**src/rtl/jk_pkg.sv**
```systemverilog
// Shared J/K input encodings for the modulo counter and its flip-flop cells.
package jk_pkg;

  typedef logic [1:0] jk_t;  // {J, K}

  localparam jk_t JK_HOLD   = 2'b00;
  localparam jk_t JK_RESET  = 2'b01;
  localparam jk_t JK_SET    = 2'b10;
  localparam jk_t JK_TOGGLE = 2'b11;

endpackage

```
**src/rtl/jk_cell_ar.sv**
```systemverilog
// Single JK flip-flop with asynchronous active-high reset to q=0, qbar=1.
module jk_cell_ar
  import jk_pkg::*;
(
  input  logic clk,
  input  logic rst,
  input  jk_t  jk,
  output logic q,
  output logic qbar
);

  always_ff @(posedge clk or posedge rst) begin
    if (rst) begin
      q <= 1'b0;
    end else begin
      case (jk)
        JK_HOLD:  q <= q;
        JK_RESET: q <= 1'b0;
        JK_SET:   q <= 1'b1;
        default:  q <= ~q;
      endcase
    end
  end

  assign qbar = ~q;

endmodule

```
**src/rtl/jk_mod_counter.sv**
```systemverilog
// Modulo-MODULUS up/down counter: computes per-bit J/K drive for a bank of JK cells
// that hold the count, plus terminal-count, wrap and rejected-load flags.
module jk_mod_counter
  import jk_pkg::*;
#(
  parameter int WIDTH   = 4,
  parameter int MODULUS = 10
) (
  input  logic             CLK,
  input  logic             rst,
  input  logic             en,
  input  logic             up,
  input  logic             load,
  input  logic [WIDTH-1:0] load_val,
  output logic [WIDTH-1:0] Q,
  output logic             tc,
  output logic             wrap,
  output logic             load_err
);

  localparam logic [WIDTH-1:0] MAX_VAL = WIDTH'(MODULUS - 1);
  // One extra bit so MODULUS == 2**WIDTH is representable for the range check.
  localparam logic [WIDTH:0]   MOD_EXT = (WIDTH + 1)'(MODULUS);

  logic [WIDTH-1:0] q_bar;
  logic [WIDTH-1:0] next_cnt;
  logic             at_max;
  logic             at_zero;
  logic             load_ok;
  logic             load_bad;
  jk_t              jk [WIDTH];

  assign at_max   = (Q == MAX_VAL);
  assign at_zero  = &q_bar;
  assign tc       = up ? at_max : at_zero;
  assign load_ok  = load && ({1'b0, load_val} < MOD_EXT);
  assign load_bad = load && !load_ok;

  always_comb begin
    next_cnt = Q;
    if (up) begin
      next_cnt = at_max ? '0 : Q + WIDTH'(1);
    end else begin
      next_cnt = at_zero ? MAX_VAL : Q - WIDTH'(1);
    end
  end

  // Loads drive set/reset directly; counting only toggles the bits that change.
  always_comb begin
    for (int i = 0; i < WIDTH; i++) begin
      jk[i] = JK_HOLD;
      if (load_ok) begin
        jk[i] = load_val[i] ? JK_SET : JK_RESET;
      end else if (!load && en && (next_cnt[i] ^ Q[i])) begin
        jk[i] = JK_TOGGLE;
      end
    end
  end

  for (genvar i = 0; i < WIDTH; i++) begin : g_cell
    jk_cell_ar u_cell (
      .clk  (CLK),
      .rst  (rst),
      .jk   (jk[i]),
      .q    (Q[i]),
      .qbar (q_bar[i])
    );
  end

  // A counting edge taken while tc is high is exactly a wrap edge.
  always_ff @(posedge CLK or posedge rst) begin
    if (rst) begin
      wrap     <= 1'b0;
      load_err <= 1'b0;
    end else begin
      wrap     <= !load && en && tc;
      load_err <= load_bad;
    end
  end

endmodule

```
**config.mk**
```make
export PLATFORM = sky130hd
export DESIGN_NAME = jk_mod_counter
export DESIGN_NICKNAME = d
export VERILOG_FILES = /design/src/rtl/jk_pkg.sv /design/src/rtl/jk_cell_ar.sv /design/src/rtl/jk_mod_counter.sv
export SDC_FILE = /design/constraint.sdc
export NUM_CORES = 1
export LEC_CHECK = 0
export ABC_AREA = 0
export CELL_PAD_IN_SITES_DETAIL_PLACEMENT = 0
export CELL_PAD_IN_SITES_GLOBAL_PLACEMENT = 1
export CORE_UTILIZATION = 34
export CTS_BUF_LIST = sky130_fd_sc_hd__clkbuf_8
export DETAILED_ROUTE_END_ITERATION = 8
export PLACE_DENSITY = 0.83
export REMOVE_ABC_BUFFERS = 1
export SYNTH_ARGS = -nofsm -noshare
export SYNTH_HDL_FRONTEND = slang
export SYNTH_HIERARCHICAL = 1
export SYNTH_SLANG_ARGS = --single-unit
```
**constraint.sdc**
```tcl
create_clock -name CLK -period 2.51 [get_ports CLK]
set_input_delay 0.502 -clock CLK [delete_from_list [all_inputs] [get_ports CLK]]
set_output_delay 0.502 -clock CLK [all_outputs]
set_load 0.02 [all_outputs]
```
==> flow_summary.yaml <==
pwr:
  p_clk_frac: 0.177
  sw_frac_of_total: 0.4213
  power_frac_comb: 0.622
  pwr-share-seq: 0.201
  switchingPower_mw: 0.3543
  power_density_nw_per_um2: 831.7
  leakagePower_nw: 0.5177
  peakVddDrop_mv: 0.4733
  power_mw: 0.8408
  p_int_mw: 0.4866
sta:
  worstMarginPinSlew_ns: 0.3726
  fin_skew_ns: 0.003615
  min_period_ns: 2.320
  rsz0062_at_grt: "false"
  finalCritPeriodShare: 0.9242
  setup_viol: 0
  fmax_mhz: 431.1
  hold_ws_ns: 0.5742
  hold_viol: 0
  finalSetupTns_ns: 0
  slew-limit-headroom: 0.7490
  slew_viol_final: 0
  finalWorstSetupSlack_ns: 0.1902
setup_path:
  crit_end: "g_cell[1].u_cell/q"
  worst-path-stages: 10
  end_kind: "register"
  timing.rr.start: "g_cell[1].u_cell/q"
  r2r_cells: 10
  crit_path_start_kind: "register"
  crit_chain: "inv_1, ha_1, and2_1, a22oi_2, mux2_4, or2_1, inv_1, ha_1, nor3b_1, a211oi_1"
  path_max_fanout: 3
  cp_slowest_cell: "dfrtp_1"
  path_delay_family: "simple AND/OR/NAND/NOR gates"
  crit_path_start: "g_cell[1].u_cell/q"
  r2r_end: "g_cell[1].u_cell/q"
  r2r_slack_ns: 0.19
  worstSetupPathType: "reg -> reg"
  critPathBufInv: 2
  required_ns: 2.64
  crit_path_max_incr_delay_ns: 0.37
  arrival_ns: 2.45
die:
  placementRows: 16
  die_h_um: 48.24
  ioPinCount: 16
  start_util: 0.3668
  die-area_um2: 2327
  die_w_um: 48.24
  core-area_um2: 1982
cts:
  cts_buffers: 3
  cts.sinks: 6
  clock_path_buffers: 2
  htreeDepth: 1
  clk_pin_slew_ns: 0.04
  cts_tree: "built"
  clock-root-buffer: "clkbuf_8"
  worstSkewPairLatency_ns: 0.22
  cts_setup_buffers: 0
final_layout:
  ff_latch_area_um2: 150.1
  nets: 138
  layout-drive-gt1-share: 0.1293
  syn2layout_area_growth_pct: 39.07
  fin_cells: 143
  fillers: 198
  multi_input_area_um2: 491.7
  antennaDiodeCount: 0
synth:
  yosysWarnings: 6
  yosysSeqAreaShare: 0.2065
  syn_area_per_cell_um2: 7.988
  synthCells: 91
  ys_ff_latch: 6
  ys_top_cells_by_area: "dfrtp_1, ha_1, inv_1"
  syn_area_um2: 726.9
  synth_top_cell_area_share: 0.2065
  synth_top_area_cell: "dfrtp_1"
  synth.distinct_cells: 28
placement:
  portBuffers: 15
  pre_cts_slack_ns: -0.1176
  gp_congestion: 0.8140
  hpwl_um: 1360
  dp.cells: 140
routing:
  drc: 0
  wire_per_inst_um: 11.97
  dr.first_iter.drc_count: 8
  drt_first_pass_iters: 4
  vias: 708
  viasPerCell: 4.951
  ant_nets: 0
  drt-total-wl_um: 1712
global_routing:
  grt_pass1_wl_um: 2677
  grt_usage: 0.1698
  grt_max_degree: 9
  grt_pass1_vias: 636
  grt-ovfl-total: 0
  antenna_found_initial: 0
run:
  cap_violations: 0
min_path:
  hold_class: "in -> async"
outcome:
  status: "finished, final reports clean"
## worst reg2reg max path, stage by stage (launching register included)
cell      delay [ns]
dfrtp_1         0.37
inv_1           0.09
ha_1            0.24
and2_1          0.17
a22oi_2         0.20
mux2_4          0.33
or2_1           0.22
inv_1           0.08
ha_1            0.24
nor3b_1         0.14
a211oi_1        0.15
## layout make-up
type,count,share of cell area
Multi-Input combinational cell,62,0.4864
Timing Repair Buffer,23,0.2092
Inverter,22,0.08168
Clock buffer,3,0.04084
Tap cell,27,0.03342
Sequential cell,6,0.1485
## cell usage in the layout, fill, tap and decap left out, drive strengths merged, types with 2 or more instances in the layout
| cell | netlist | routed |
|---|---|---|
| inv | 22 | 22 |
| clkdlybuf4s50 | 0 | 13 |
| ha | 11 | 11 |
| nor3b | 8 | 8 |
| buf | 1 | 8 |
| nor2 | 7 | 7 |
| dfrtp | 6 | 6 |
| a211oi | 5 | 5 |
| o21ai | 4 | 4 |
| nand2 | 4 | 4 |
| clkbuf | 0 | 3 |
| nand3 | 2 | 2 |
| o31ai | 2 | 2 |
| mux2 | 2 | 2 |
| a21o | 2 | 2 |
## registers in the layout, indices dropped and copies added (netlist names)
signal / flops
load_err: 1
wrap: 1
g_cell.u_cell/q: 4
## cell usage after synthesis
cell / instances
or3_1: 1
a211oi_1: 5
nor4b_1: 1
mux2_4: 2
nand4b_1: 1
nand2_1: 4
buf_4: 1
nand3b_1: 1
nor3_1: 1
ha_1: 11
a31o_1: 1
nand2b_1: 1
nor2_1: 7
a31oi_1: 1
a21o_1: 2
o21ai_0: 4
nand4_4: 1
or2_1: 1
dfrtp_1: 6
nor3b_1: 8
a22oi_1: 1
a21oi_1: 1
o211a_1: 1
and2_1: 1
nor2b_1: 1
o31ai_1: 2
nand3_1: 2
inv_1: 22
## through the flow
stage / cell area, um^2 / util
2_1_floorplan: 719.4 / -
3_3_place_gp: 963.4 / 0.4861
3_5_place_dp: 963.4 / 0.4861
4_1_cts: 1003 / 0.5063
5_1_grt: 1011 / 0.5101
6_report: 1011 / 0.5101
## repair_timing
| action | 4_1_cts | 5_1_grt |
|---|---|---|
| pin swaps | 0 | 1 |
| gates resized for setup | 1 | 2 |
| endpoints found under the setup margin | 1 | 2 |
| hold buffers | 0 | 0 |
## power by group through the flow
stage	clock, mW	combinational (mW)	sequential, mW
2_1_floorplan	0	0.276	0.220
3_3_place_gp	0	0.506	0.171
3_5_place_dp	0	0.516	0.171
4_1_cts	0.152	0.521	0.171
5_1_grt	0.160	0.582	0.177
6_report	0.149	0.523	0.169
## cells by family after synthesis
group,after synthesis,share of synthesized area
mux,2,0.04131
compound gates,18,0.1721
buf+inv,23,0.1239
fa+ha+maj,11,0.1893
flops,6,0.2065
simple gates,31,0.2668
## worst min-delay path by stage
| stage | end | slack (ns) | cells past startpoint |
|---|---|---|---|
| global placement | g_cell[3].u_cell/q | 0.71 | 2 |
| floorplan | g_cell[0].u_cell/q | 0.23 | 1 |
| global route | g_cell[0].u_cell/q | 0.57 | 2 |
| CTS | g_cell[1].u_cell/q | 0.56 | 2 |
| finish | g_cell[1].u_cell/q | 0.57 | 2 |
| detailed placement | g_cell[3].u_cell/q | 0.70 | 2 |
## routing by layer
metal  vias to the layer above  track usage  routed length [um]
met1                       327       0.1942                 733
met4                         0      0.05000                   6
li1                        357            -                   -
met3                         2      0.04444                  87
met5                         -            0                   0
met2                        22       0.3067                 885
No activity file was read; power rests on OpenSTA's default activity.
